--- src/rtl/core_pkg.sv ---
// Shared core types: fetch FSM states, pipeline register payloads and PC alignment.
package core_pkg;

  localparam int INSTR_W = 32;
  localparam logic [INSTR_W-1:0] NOP_INSTR = 32'h0;

  typedef enum logic [1:0] {
    FETCH = 2'd0,
    HOLD  = 2'd1,
    KILL  = 2'd2
  } fetch_state_e;

  typedef struct packed {
    logic               valid;
    logic [INSTR_W-1:0] instr;
    logic [31:0]        pc;
    logic               pred_taken;
  } if_id_t;

  // Word accepted while decode was stalled, with its successor PC already resolved.
  typedef struct packed {
    logic [INSTR_W-1:0] instr;
    logic [31:0]        pc;
    logic               pred_taken;
    logic [31:0]        npc;
  } skid_t;

  function automatic logic [31:0] align_pc(input logic [31:0] a);
    return a & 32'hFFFF_FFFC;
  endfunction

endpackage

--- src/rtl/if_id_reg.sv ---
// IF/ID pipeline register: flush clears to a NOP bubble and wins over enable.
module if_id_reg
  import core_pkg::*;
(
  input  logic   clk,
  input  logic   rst_n,
  input  logic   flush,
  input  logic   en,
  input  if_id_t d,
  output if_id_t q
);

  if_id_t q_q, q_d;

  always_comb begin
    q_d = q_q;
    if (flush) begin
      q_d = '{valid: 1'b0, instr: NOP_INSTR, pc: 32'h0, pred_taken: 1'b0};
    end else if (en) begin
      q_d = d;
    end
  end

  always_ff @(posedge clk or negedge rst_n) begin
    if (!rst_n) begin
      q_q <= '{valid: 1'b0, instr: NOP_INSTR, pc: 32'h0, pred_taken: 1'b0};
    end else begin
      q_q <= q_d;
    end
  end

  assign q = q_q;

endmodule

--- src/rtl/fetch_stage.sv ---
// Instruction fetch stage: fetch PC, imem req/ack handshake, skid buffer and IF/ID register.
// Optional FETCH_PERF_CNT_EN adds fetched/redirect/stall performance counters.
//
//  state | meaning
//  FETCH | request pc_f; accepted word goes to IF/ID (or to skid if decode stalls)
//  HOLD  | word parked in skid, no request, waiting for decode to free up
//  KILL  | wrong-path request still in flight at kill_addr; drop its data on ack
module fetch_stage
  import core_pkg::*;
#(
  parameter logic [31:0] RESET_PC = 32'h0000_0000,
  parameter int          CNT_W    = 32
) (
  input  logic               clk,
  input  logic               rst_n,
  output logic [31:0]        pc_f,
  input  logic               pred_hit,
  input  logic [31:0]        pred_pc,
  input  logic               redirect_valid,
  input  logic [31:0]        redirect_pc,
  input  logic               stall_d,
  output logic               imem_req,
  output logic [31:0]        imem_addr,
  input  logic               imem_ack,
  input  logic [INSTR_W-1:0] imem_rdata,
  output logic               valid_d,
  output logic [INSTR_W-1:0] instr_d,
  output logic [31:0]        pc_d,
  output logic               pred_taken_d
`ifdef FETCH_PERF_CNT_EN
  ,
  output logic [CNT_W-1:0]   cnt_fetched,
  output logic [CNT_W-1:0]   cnt_redirect,
  output logic [CNT_W-1:0]   cnt_stall
`endif
);

  if (CNT_W < 1) begin : g_cnt_w_chk
    $error("CNT_W must be at least 1");
  end

  fetch_state_e state_q, state_d;
  logic [31:0]  pc_f_q, pc_f_d;
  logic [31:0]  kill_addr_q, kill_addr_d;
  skid_t        skid_q, skid_d;
  logic         req_en_q, req_en_d;

  logic         accept;
  logic [31:0]  next_pc;
  logic         ifid_flush;
  logic         ifid_en;
  if_id_t       ifid_in;
  if_id_t       ifid_q;

  // req_en_q keeps the bus quiet during reset and for the first cycle out of it.
  assign imem_req  = req_en_q && (state_q != HOLD);
  assign imem_addr = (state_q == KILL) ? kill_addr_q : pc_f_q;
  assign accept    = (state_q == FETCH) && req_en_q && imem_ack;
  assign next_pc   = pred_hit ? align_pc(pred_pc) : pc_f_q + 32'd4;

  always_comb begin
    state_d     = state_q;
    pc_f_d      = pc_f_q;
    kill_addr_d = kill_addr_q;
    skid_d      = skid_q;
    req_en_d    = 1'b1;
    ifid_flush  = 1'b0;
    ifid_en     = !stall_d;
    ifid_in     = '{valid: 1'b0, instr: NOP_INSTR, pc: 32'h0, pred_taken: 1'b0};

    if (redirect_valid) begin
      ifid_flush = 1'b1;
      pc_f_d     = align_pc(redirect_pc);
      if (state_q == KILL) begin
        if (imem_ack) state_d = FETCH;
      end else if (imem_req && !imem_ack) begin
        state_d     = KILL;
        kill_addr_d = pc_f_q;
      end else begin
        state_d = FETCH;
      end
    end else begin
      unique case (state_q)
        FETCH: begin
          if (accept) begin
            if (stall_d) begin
              skid_d  = '{instr: imem_rdata, pc: pc_f_q, pred_taken: pred_hit, npc: next_pc};
              state_d = HOLD;
            end else begin
              ifid_in = '{valid: 1'b1, instr: imem_rdata, pc: pc_f_q, pred_taken: pred_hit};
              pc_f_d  = next_pc;
            end
          end
        end
        HOLD: begin
          if (!stall_d) begin
            ifid_in = '{valid: 1'b1, instr: skid_q.instr, pc: skid_q.pc,
                        pred_taken: skid_q.pred_taken};
            pc_f_d  = skid_q.npc;
            state_d = FETCH;
          end
        end
        KILL: begin
          if (imem_ack) state_d = FETCH;
        end
        default: state_d = FETCH;
      endcase
    end
  end

  always_ff @(posedge clk or negedge rst_n) begin
    if (!rst_n) begin
      state_q     <= FETCH;
      pc_f_q      <= RESET_PC;
      kill_addr_q <= 32'h0;
      skid_q      <= '0;
      req_en_q    <= 1'b0;
    end else begin
      state_q     <= state_d;
      pc_f_q      <= pc_f_d;
      kill_addr_q <= kill_addr_d;
      skid_q      <= skid_d;
      req_en_q    <= req_en_d;
    end
  end

  if_id_reg u_if_id_reg (
    .clk   (clk),
    .rst_n (rst_n),
    .flush (ifid_flush),
    .en    (ifid_en),
    .d     (ifid_in),
    .q     (ifid_q)
  );

  assign pc_f         = pc_f_q;
  assign valid_d      = ifid_q.valid;
  assign instr_d      = ifid_q.instr;
  assign pc_d         = ifid_q.pc;
  assign pred_taken_d = ifid_q.pred_taken;

`ifdef FETCH_PERF_CNT_EN
  logic [CNT_W-1:0] cnt_fetched_q, cnt_fetched_d;
  logic [CNT_W-1:0] cnt_redirect_q, cnt_redirect_d;
  logic [CNT_W-1:0] cnt_stall_q, cnt_stall_d;

  // Words dropped by a same-cycle redirect were never accepted.
  always_comb begin
    cnt_fetched_d  = cnt_fetched_q;
    cnt_redirect_d = cnt_redirect_q;
    cnt_stall_d    = cnt_stall_q;
    if (accept && !redirect_valid) cnt_fetched_d = cnt_fetched_q + 1'b1;
    if (redirect_valid)            cnt_redirect_d = cnt_redirect_q + 1'b1;
    if (stall_d)                   cnt_stall_d = cnt_stall_q + 1'b1;
  end

  always_ff @(posedge clk or negedge rst_n) begin
    if (!rst_n) begin
      cnt_fetched_q  <= '0;
      cnt_redirect_q <= '0;
      cnt_stall_q    <= '0;
    end else begin
      cnt_fetched_q  <= cnt_fetched_d;
      cnt_redirect_q <= cnt_redirect_d;
      cnt_stall_q    <= cnt_stall_d;
    end
  end

  assign cnt_fetched  = cnt_fetched_q;
  assign cnt_redirect = cnt_redirect_q;
  assign cnt_stall    = cnt_stall_q;
`endif

endmodule

--- config.mk ---
export PLATFORM = sky130hd
export DESIGN_NAME = fetch_stage
export DESIGN_NICKNAME = d
export VERILOG_FILES = /design/src/rtl/core_pkg.sv /design/src/rtl/if_id_reg.sv /design/src/rtl/fetch_stage.sv
export SDC_FILE = /design/constraint.sdc
export NUM_CORES = 1
export LEC_CHECK = 0
export CAP_MARGIN = 40
export CORE_MARGIN = 3
export CORE_UTILIZATION = 50
export DETAILED_ROUTE_END_ITERATION = 16
export GPL_TIMING_DRIVEN = 1
export HOLD_SLACK_MARGIN = 0.12
export PLACE_DENSITY = 0.77
export SLEW_MARGIN = 10
export SYNTH_ARGS = -nofsm -noshare
export SYNTH_HDL_FRONTEND = slang
export SYNTH_SLANG_ARGS = --single-unit
--- constraint.sdc ---
create_clock -name clk -period 2.08 [get_ports clk]
set_input_delay 0.312 -clock clk [delete_from_list [all_inputs] [get_ports clk]]
set_output_delay 0.312 -clock clk [all_outputs]
set_load 0.01 [all_outputs]
# Word level (Yosys, flattened, before mapping)

Cells that the tools add are included.

Latch bits: 0
RAM bits: 0
Register bits: 230
Input bits: 102
Word-level logic and storage cells: 55
Output and inout port bits: 131
Memories: 0
Memory bits (read-only): 0

Magnitude comparators: 0
Mux-type cells: 21
Equality and inequality tests: 8
Divide/modulo/power cells: 0
Add/subtract/negate cells: 1
Reduce and logical (&&, ||, !) cells: 11
$mul: 0
Bitwise gates (word level): 2
Shift-type cells: 0

Operators by type and width:

| kind                    | number |
|---|---|
| $mux W66                | 4 |
| $mux W32                | 6 |
| $pmux W66 S2            | 1 |
| $pmux W32 S2            | 1 |
| $add A32 B3 Y32 const B | 1 |
| $mux W2                 | 7 |
| $ne A3 B3 Y1 const B    | 4 |
| $reduce_and A4 Y1       | 2 |
| $pmux W2 S3             | 1 |
| $reduce_and A3 Y1       | 2 |
| $logic_and A1 B1 Y1     | 4 |
| $ne A2 B1 Y1 const B    | 2 |
| $reduce_bool A3 Y1      | 1 |
| $eq A2 B1 Y1 const B    | 1 |
| $eq A2 B2 Y1 const B    | 1 |
| $logic_not A2 Y1        | 1 |
| $not A1 Y1              | 2 |
| $logic_not A1 Y1        | 1 |
| $mux W1                 | 1 |

# Logic depth before layout (Yosys ltp)

Gate-level depths: netlist of the first run.

Word-level depth: 8
Gate-level depth with buffers: 8

# Modules after synthesis

From an unflattened synthesis of the first run, not the netlist that was laid out.

Cells, all modules: 1271
Area, all modules: 11989.0 µm²

By module, submodules not included:

| module      | area an instance (µm²) | cells each | times used |
|---|---|---|---|
| fetch_stage | 9271.4                 | 1058       | 1 |
| if_id_reg   | 2717.6                 | 213        | 1 |

# Worst setup path before layout of the first run

No wires, ideal clock.

Path type: register -> register
Start: reg pc_f_q[3] (netlist: pc_f[3])
End: reg pc_f_q[20] (netlist: pc_f[20])
Data required time: 1937 ps
Path buffers: 0
Library setup time: 143 ps
Slack: 78 ps
Data arrival time: 1859 ps
Period minus slack after synthesis: 2002 ps
Stages on the path, launching flop included: 7
Cells stage by stage: dfrtp_1 > ha_1 > nand4_1 > nor3_4 > mux2_2 > a211oi_1 > a32oi_1

Word-level cells in the longest chain between the ends: 6

Ends and longest elaborated chain:

| element                | RTL line           | text |
|---|---|---|
| from (decl)            | fetch_stage.sv:43  | `logic [31:0] pc_f_q, pc_f_d;` |
| from (signal assigned) | fetch_stage.sv:120 | `pc_f_q <= pc_f_d;` |
| $add A32 B3 Y32        | fetch_stage.sv:59  | `assign next_pc = pred_hit ? align_pc(pred_pc) : pc_f_q + 32'd4;` |
| $mux W32               | fetch_stage.sv:59  |  |
| $mux W32               | fetch_stage.sv:86  | `if (stall_d) begin` |
| $mux W32               | fetch_stage.sv:85  | `if (accept) begin` |
| $pmux W32 S2           | fetch_stage.sv:83  | `unique case (state_q)` |
| $mux W32               | fetch_stage.sv:71  | `if (redirect_valid) begin` |

Every way passes these cells. The select of a mux whose other input is x is not followed.
A chain may end at the register's enable or synchronous reset.

# Worst setup path in the final report of the first run

Start: reg state_q[0]
End: out imem_addr[12]

Word-level cells in the longest chain between the ends: 2

Ends and longest elaborated chain:

| element                | RTL line           | text |
|---|---|---|
| from (decl)            | fetch_stage.sv:42  | `fetch_state_e state_q, state_d;` |
| from (signal assigned) | fetch_stage.sv:119 | `state_q <= state_d;` |
| $eq A2 B2 Y1           | fetch_stage.sv:57  | `assign imem_addr = (state_q == KILL) ? kill_addr_q : pc_f_q;` |
| $mux W32               | fetch_stage.sv:57  |  |
| to (decl)              | fetch_stage.sv:23  | `output logic [31:0] imem_addr,` |

Every way passes these cells.

==> results of run 1 <==
==> logic make-up after synthesis <==
logic type	share of synthesized area, %
muxes	6.66
other	0.0331
adders and majority gates	0.110
xor gates and xnor gates	1.08
and+or+nand+nor	19.1
AOI/OAI and AO/OA	17.3
DFF	50.8
buffers and inverters	4.92
==> power breakdown <==
| part | switching (mW) | internal [mW] | leakage (nW) | total (mW) |
|---|---|---|---|---|
| Combinational | 1.52 | 1.61 | 3.75 | 3.14 |
| Sequential | 0.492 | 5.23 | 2.92 | 5.72 |
| Clock | 1.79 | 2.60 | 0.394 | 4.38 |
==> layout by cell type, fill, tap and decap left out, drive strengths merged, types with 16 or more instances in the layout <==
cell type      count
nand2            330
dfrtp            230
clkdlybuf4s50    191
buf              153
o21ai            136
a22oi             69
mux2              59
clkbuf            32
nor2              28
a21oi             24
and3              18
inv               16
==> through the flow <==
| step | setup TNS, ps | cells |
|---|---|---|
| detailed placement | 0 | 1704 |
| finish | -2670 | 1766 |
| floorplan | 0 | 1205 |
| CTS | -2490 | 1763 |
| global route | -5370 | 1766 |
| global placement | 0 | 1704 |
==> timing repair <==
item                       CTS  global route
setup endpoints to repair   35            74
buffers inserted            11             6
cloned                       8             0
hold endpoints to repair   135             0
pin swaps                    1             5
hold buffers                 1             0
gates resized for setup    245            26
==> routing by layer <==
layer | GRT usage [%] | up-vias | share of wire [%]
met1 | 42.9 | 5149 | 41
met3 | 6.72 | 101 | 9.7
li1 | - | 4749 | -
met4 | 10.9 | 0 | 3.3
met2 | 45.6 | 627 | 46
met5 | 0 | - | 0
==> area by class of cell <==
| type | instances | area [µm²] | area share (%) |
|---|---|---|---|
| Antenna cell | 1 | 2.50 | 0.0158 |
| Clock buffer | 31 | 698 | 4.41 |
| Clock inverter | 8 | 96.3 | 0.609 |
| Inverter | 16 | 60.1 | 0.379 |
| Multi-Input combinational cell | 853 | 5310 | 33.5 |
| Sequential cell | 230 | 5760 | 36.4 |
| Tap cell | 280 | 350 | 2.21 |
| Timing Repair Buffer | 347 | 3550 | 22.4 |
==> registers in the layout, summed over array words and instances, names as in the netlist <==
register / count
u_if_id_reg.q: 66
pc_f: 32
kill_addr_q: 32
state_q: 2
skid_q: 97
req_en_q: 1
==> critical path: stages (launching register included) <==
cell,delay [ps]
dfrtp_1,410
nor2b_4,180
buf_6,140
buf_12,120
buf_16,130
mux2_4,300
buf_6,120
==> how the worst max path moves through the flow <==
stage / depth (start not counted) / start / end
after global placement: 5 / imem_ack / kill_addr_q[17]$_DFFE_PN0P_
after global routing: 6 / state_q[0]$_DFFE_PN0P_ / imem_addr[2]
final: 6 / state_q[0]$_DFFE_PN0P_ / imem_addr[12]
after floorplan: 6 / pc_f[3]$_DFFE_PN0P_ / pc_f[20]$_DFFE_PN0P_
after detailed placement: 5 / imem_ack / kill_addr_q[8]$_DFFE_PN0P_
after CTS: 6 / state_q[0]$_DFFE_PN0P_ / imem_addr[1]
==> results.toml, run 1 <==
[worst_setup_path]
startpoint_type = "flip-flop"
crit_path_end_kind = "output port"
worstPathRequired_ps = 1770
rr_worst_depth = 9
r2r_end = "kill_addr_q[27]$_DFFE_PN0P_"
crit_fanout = 5
ff2ff_setup_slack_ps = -60
rr_startpoint = "state_q[1]$_DFFE_PN0P_"
cp_data_arrival_time_ps = 1920
critPathKind = "flip-flop to output port"

[floorplan]
fp.dieH_um = 157
io-pin-count = 233
start_util_pct = 51.4
die_area_mm2 = 0.0245
die-width_um = 157
rows = 54
core_mm2 = 0.0220

[sta]
max-slew-margin-rel_pct = 52.5
tightestPinTransition_ps = 712
min_period_over_period_pct = 108
min_period_ps = 2240
fin_ws_ps = -156
rsz0062_at_grt = "yes"
finalSetupViolations = 52
hold_slack_ps = 285
report.final.slew_viol_count = 0
hold_violations = 0
fmax_mhz = 447
fin_skew_ps = 8.55

[place]
place_ws_ps = 6.91
post_dp_cell_area_mm2 = 0.0144
dp_hpwl_um = 23300
portBuffers = 228
routabilityCongestion = 0.923

[finish]
fillers = 1585
layout.nets = 1576
syn_to_final_growth_pct = 39.7
layout-drive-gt1-share_pct = 20.5
fin_area_mm2 = 0.0158
utilization_pct = 71.9

[clock_tree]
cts_tree = "yes"
numCtsBuffers = 25
clk_latency_ps = 520
cts-htree-levels = 1
root_buffer = "clkbuf_16"
clk_path_buf_depth = 3
clock-sinks = 230
clkTransAtPathRegs_ps = 60

[route]
drcViolationCount = 0
wl_um = 37400
wl_per_cell_um = 21.2
ant_nets = 0
drt_iter0_drc = 1129
drt_first_pass_iters = 6
vias = 10626
routed_via_density = 6.02

[logic_synthesis]
yosys-top-cells-count = "nand2_1, dfrtp_1, o21ai_0"
synth_area_leaders = "dfrtp_1, nand2_1, o21ai_0"
syn_inst = 1205
syn_nets = 1308
yosysWarningCount = 0
yosys.area.top_type = "dfrtp_1"
synth_area_per_cell_um2 = 9.40
synth-async-reset-ratio_pct = 100
syn_area_mm2 = 0.0113
synthFlopType = "dfrtp_1"
ys_ff_latch = 230
synthDistinctLibCells = 70
synth_top_cell_area_share_pct = 50.8
synth-edff-count = 0
synth_most_common_cell = "nand2_1"
seq_area_frac_synth_pct = 50.8

[status]
outcome = "finished with violations"
violations = "negative setup slack"

[worst_hold_path]
hold_end = "pc_f[18]$_DFFE_PN0P_"
hp-class = "input pin to flip-flop"
hold_depth = 3
min-delay-start = "redirect_valid"

[pwr]
p_per_area_mw_per_mm2 = 837
power_mw = 13.2
leakage_nw = 7.07
ir_drop_mv = 0.486

[job]
maxCapViolCount = 0

[global_route]
overflow = 0
grt_max_degree = 66
grt_pass1_wl_um = 58700
track_usage_pct = 30.1
grt_pass1_vias = 10500
antenna_found_initial = 1
No activity file was read; power rests on OpenSTA's default activity.
==> run 2, diff against run 1 <==
--- a/config.mk
+++ b/config.mk
@@ -7,5 +7,5 @@
 export LEC_CHECK = 0
 export CAP_MARGIN = 40
-export CORE_MARGIN = 3
+export CORE_MARGIN = 4
 export CORE_UTILIZATION = 50
 export DETAILED_ROUTE_END_ITERATION = 16
==> constraint.sdc (replaced) <==
create_clock -name clk -period 2.43 [get_ports clk]
set_input_delay 0.3645 -clock clk [delete_from_list [all_inputs] [get_ports clk]]
set_output_delay 0.3645 -clock clk [all_outputs]
set_load 0.05 [all_outputs]
==> results.toml, run 2 (synthesized netlist as in run 1, its figures left out) <==
[floorplan]
core_mm2 = 0.0220
die-width_um = 159
die_area_mm2 = 0.0251
io-pin-count = 233
start_util_pct = 51.4
rows = 54
fp.dieH_um = 159

[clock_tree]
cts_tree = "yes"
clkTransAtPathRegs_ps = 70
clk_latency_ps = 520
root_buffer = "clkbuf_16"
numCtsBuffers = 25
clk_path_buf_depth = 3
cts-htree-levels = 1
clock-sinks = 230

[route]
drt_first_pass_iters = 5
drcViolationCount = 0
drt_iter0_drc = 1077
wl_per_cell_um = 20.3
vias = 10258
ant_nets = 0
routed_via_density = 5.97
wl_um = 34900

[worst_setup_path]
rr_worst_depth = 6
worstPathRequired_ps = 2070
r2r_end = "skid_q[27]$_DFFE_PN0P_"
rr_startpoint = "pc_f[7]$_DFFE_PN0P_"
crit_slowest_cell = "dfrtp_1"
crit_buf_inv = 2
critPathKind = "flip-flop to output port"
ff2ff_setup_slack_ps = 300
crit_fanout = 31
crit_path_end_kind = "output port"
startpoint_type = "flip-flop"
crit_chain = "nor2b_4 > buf_12 > mux2_2 > buf_4"
critPathLaunch = "state_q[0]$_DFFE_PN0P_"
max_stage_delay_ps = 480
cp_data_arrival_time_ps = 2020
cp_top_family = "flip-flops"

[place]
dp_hpwl_um = 23300
portBuffers = 228
routabilityCongestion = 0.885

[finish]
top_register = "skid_q"
layout-drive-gt1-share_pct = 16.1
syn_to_final_growth_pct = 32.1
layout.nets = 1525
utilization_pct = 68.0
final_cell_mix = "nand2_1, dfrtp_1, clkdlybuf4s50_1"
final_common_cell = "nand2_1"
largest_reg_flops = 97

[sta]
min_period_over_period_pct = 98.0
tightestPinTransition_ps = 714
max-slew-margin-rel_pct = 52.4
report.final.slew_viol_count = 0
hold_violations = 0
fin_skew_ps = 16.1
min_period_ps = 2380
fmax_mhz = 420
finalSetupViolations = 0
tns_ps = 0
hold_slack_ps = 380
rsz0062_at_grt = "no"

[pwr]
ir_drop_mv = 0.488
p_per_area_mw_per_mm2 = 771
leakage_nw = 6.56

[global_route]
busiest_layer = "met2"
track_usage_pct = 27.7
grt_max_degree = 67
antenna_found_initial = 0
gr-usage-met2_pct = 44.7
grt_pass1_wl_um = 55600
grt.met3_usage_pct = 4.97
use_met1_pct = 38.6
grt_pass1_vias = 10241
overflow = 0

[job]
maxCapViolCount = 0

[status]
outcome = "completed"

[worst_hold_path]
hp-class = "input pin to asynchronous set/reset pin"
run 2: through the flow:
step                total power, mW  setup slack, ps  area [µm²]  cells
floorplan                      6.66             26.7       11300   1205
global placement               7.71              178       14100   1672
detailed placement             7.80              124       14100   1672
CTS                            11.6             39.5       15000   1717
global route                   12.1             9.16       15000   1717
finish                         11.5             47.6       15000   1718
run 2: how the worst max path moves through the flow:
stage	depth (start not counted)	slack (ps)	to
after floorplan	2	30	imem_addr[10]
after CTS	2	40	pc_f[4]
after global placement	7	180	pc_f[20]$_DFFE_PN0P_
after detailed placement	7	120	pc_f[20]$_DFFE_PN0P_
after global routing	4	9	imem_addr[5]
final	4	50	imem_addr[5]
run 2: cell type report:
cell class	count	area [µm²]
Sequential cell	230	5760
Tap cell	280	350
Inverter	16	60.1
Clock inverter	8	95.1
Clock buffer	34	719
Fill cell	1668	7050
Timing Repair Buffer	296	2940
Multi-Input combinational cell	853	5050
Antenna cell	1	2.50
run 2: timing repair:
action / CTS / global route
setup buffers: 1 / 0
resized for setup: 2 / 2
setup endpoints to repair: 26 / 2
hold endpoints to repair: 56 / 0
cloned: 0 / 0
pin swaps: 0 / 0
hold buffers: 2 / 0
run 2: layer usage:
metal	routed length, µm	share of wire (%)
met1	14300	41
met2	16500	47
met3	3170	9.1
met4	915	2.6
met5	0	0
run 2: report_power, final:
group | internal (mW) | switching [mW] | leakage (nW) | total, mW
Combinational | 1.13 | 1.75 | 3.23 | 2.88
Sequential | 4.47 | 0.422 | 2.92 | 4.90
Clock | 2.27 | 1.50 | 0.399 | 3.77
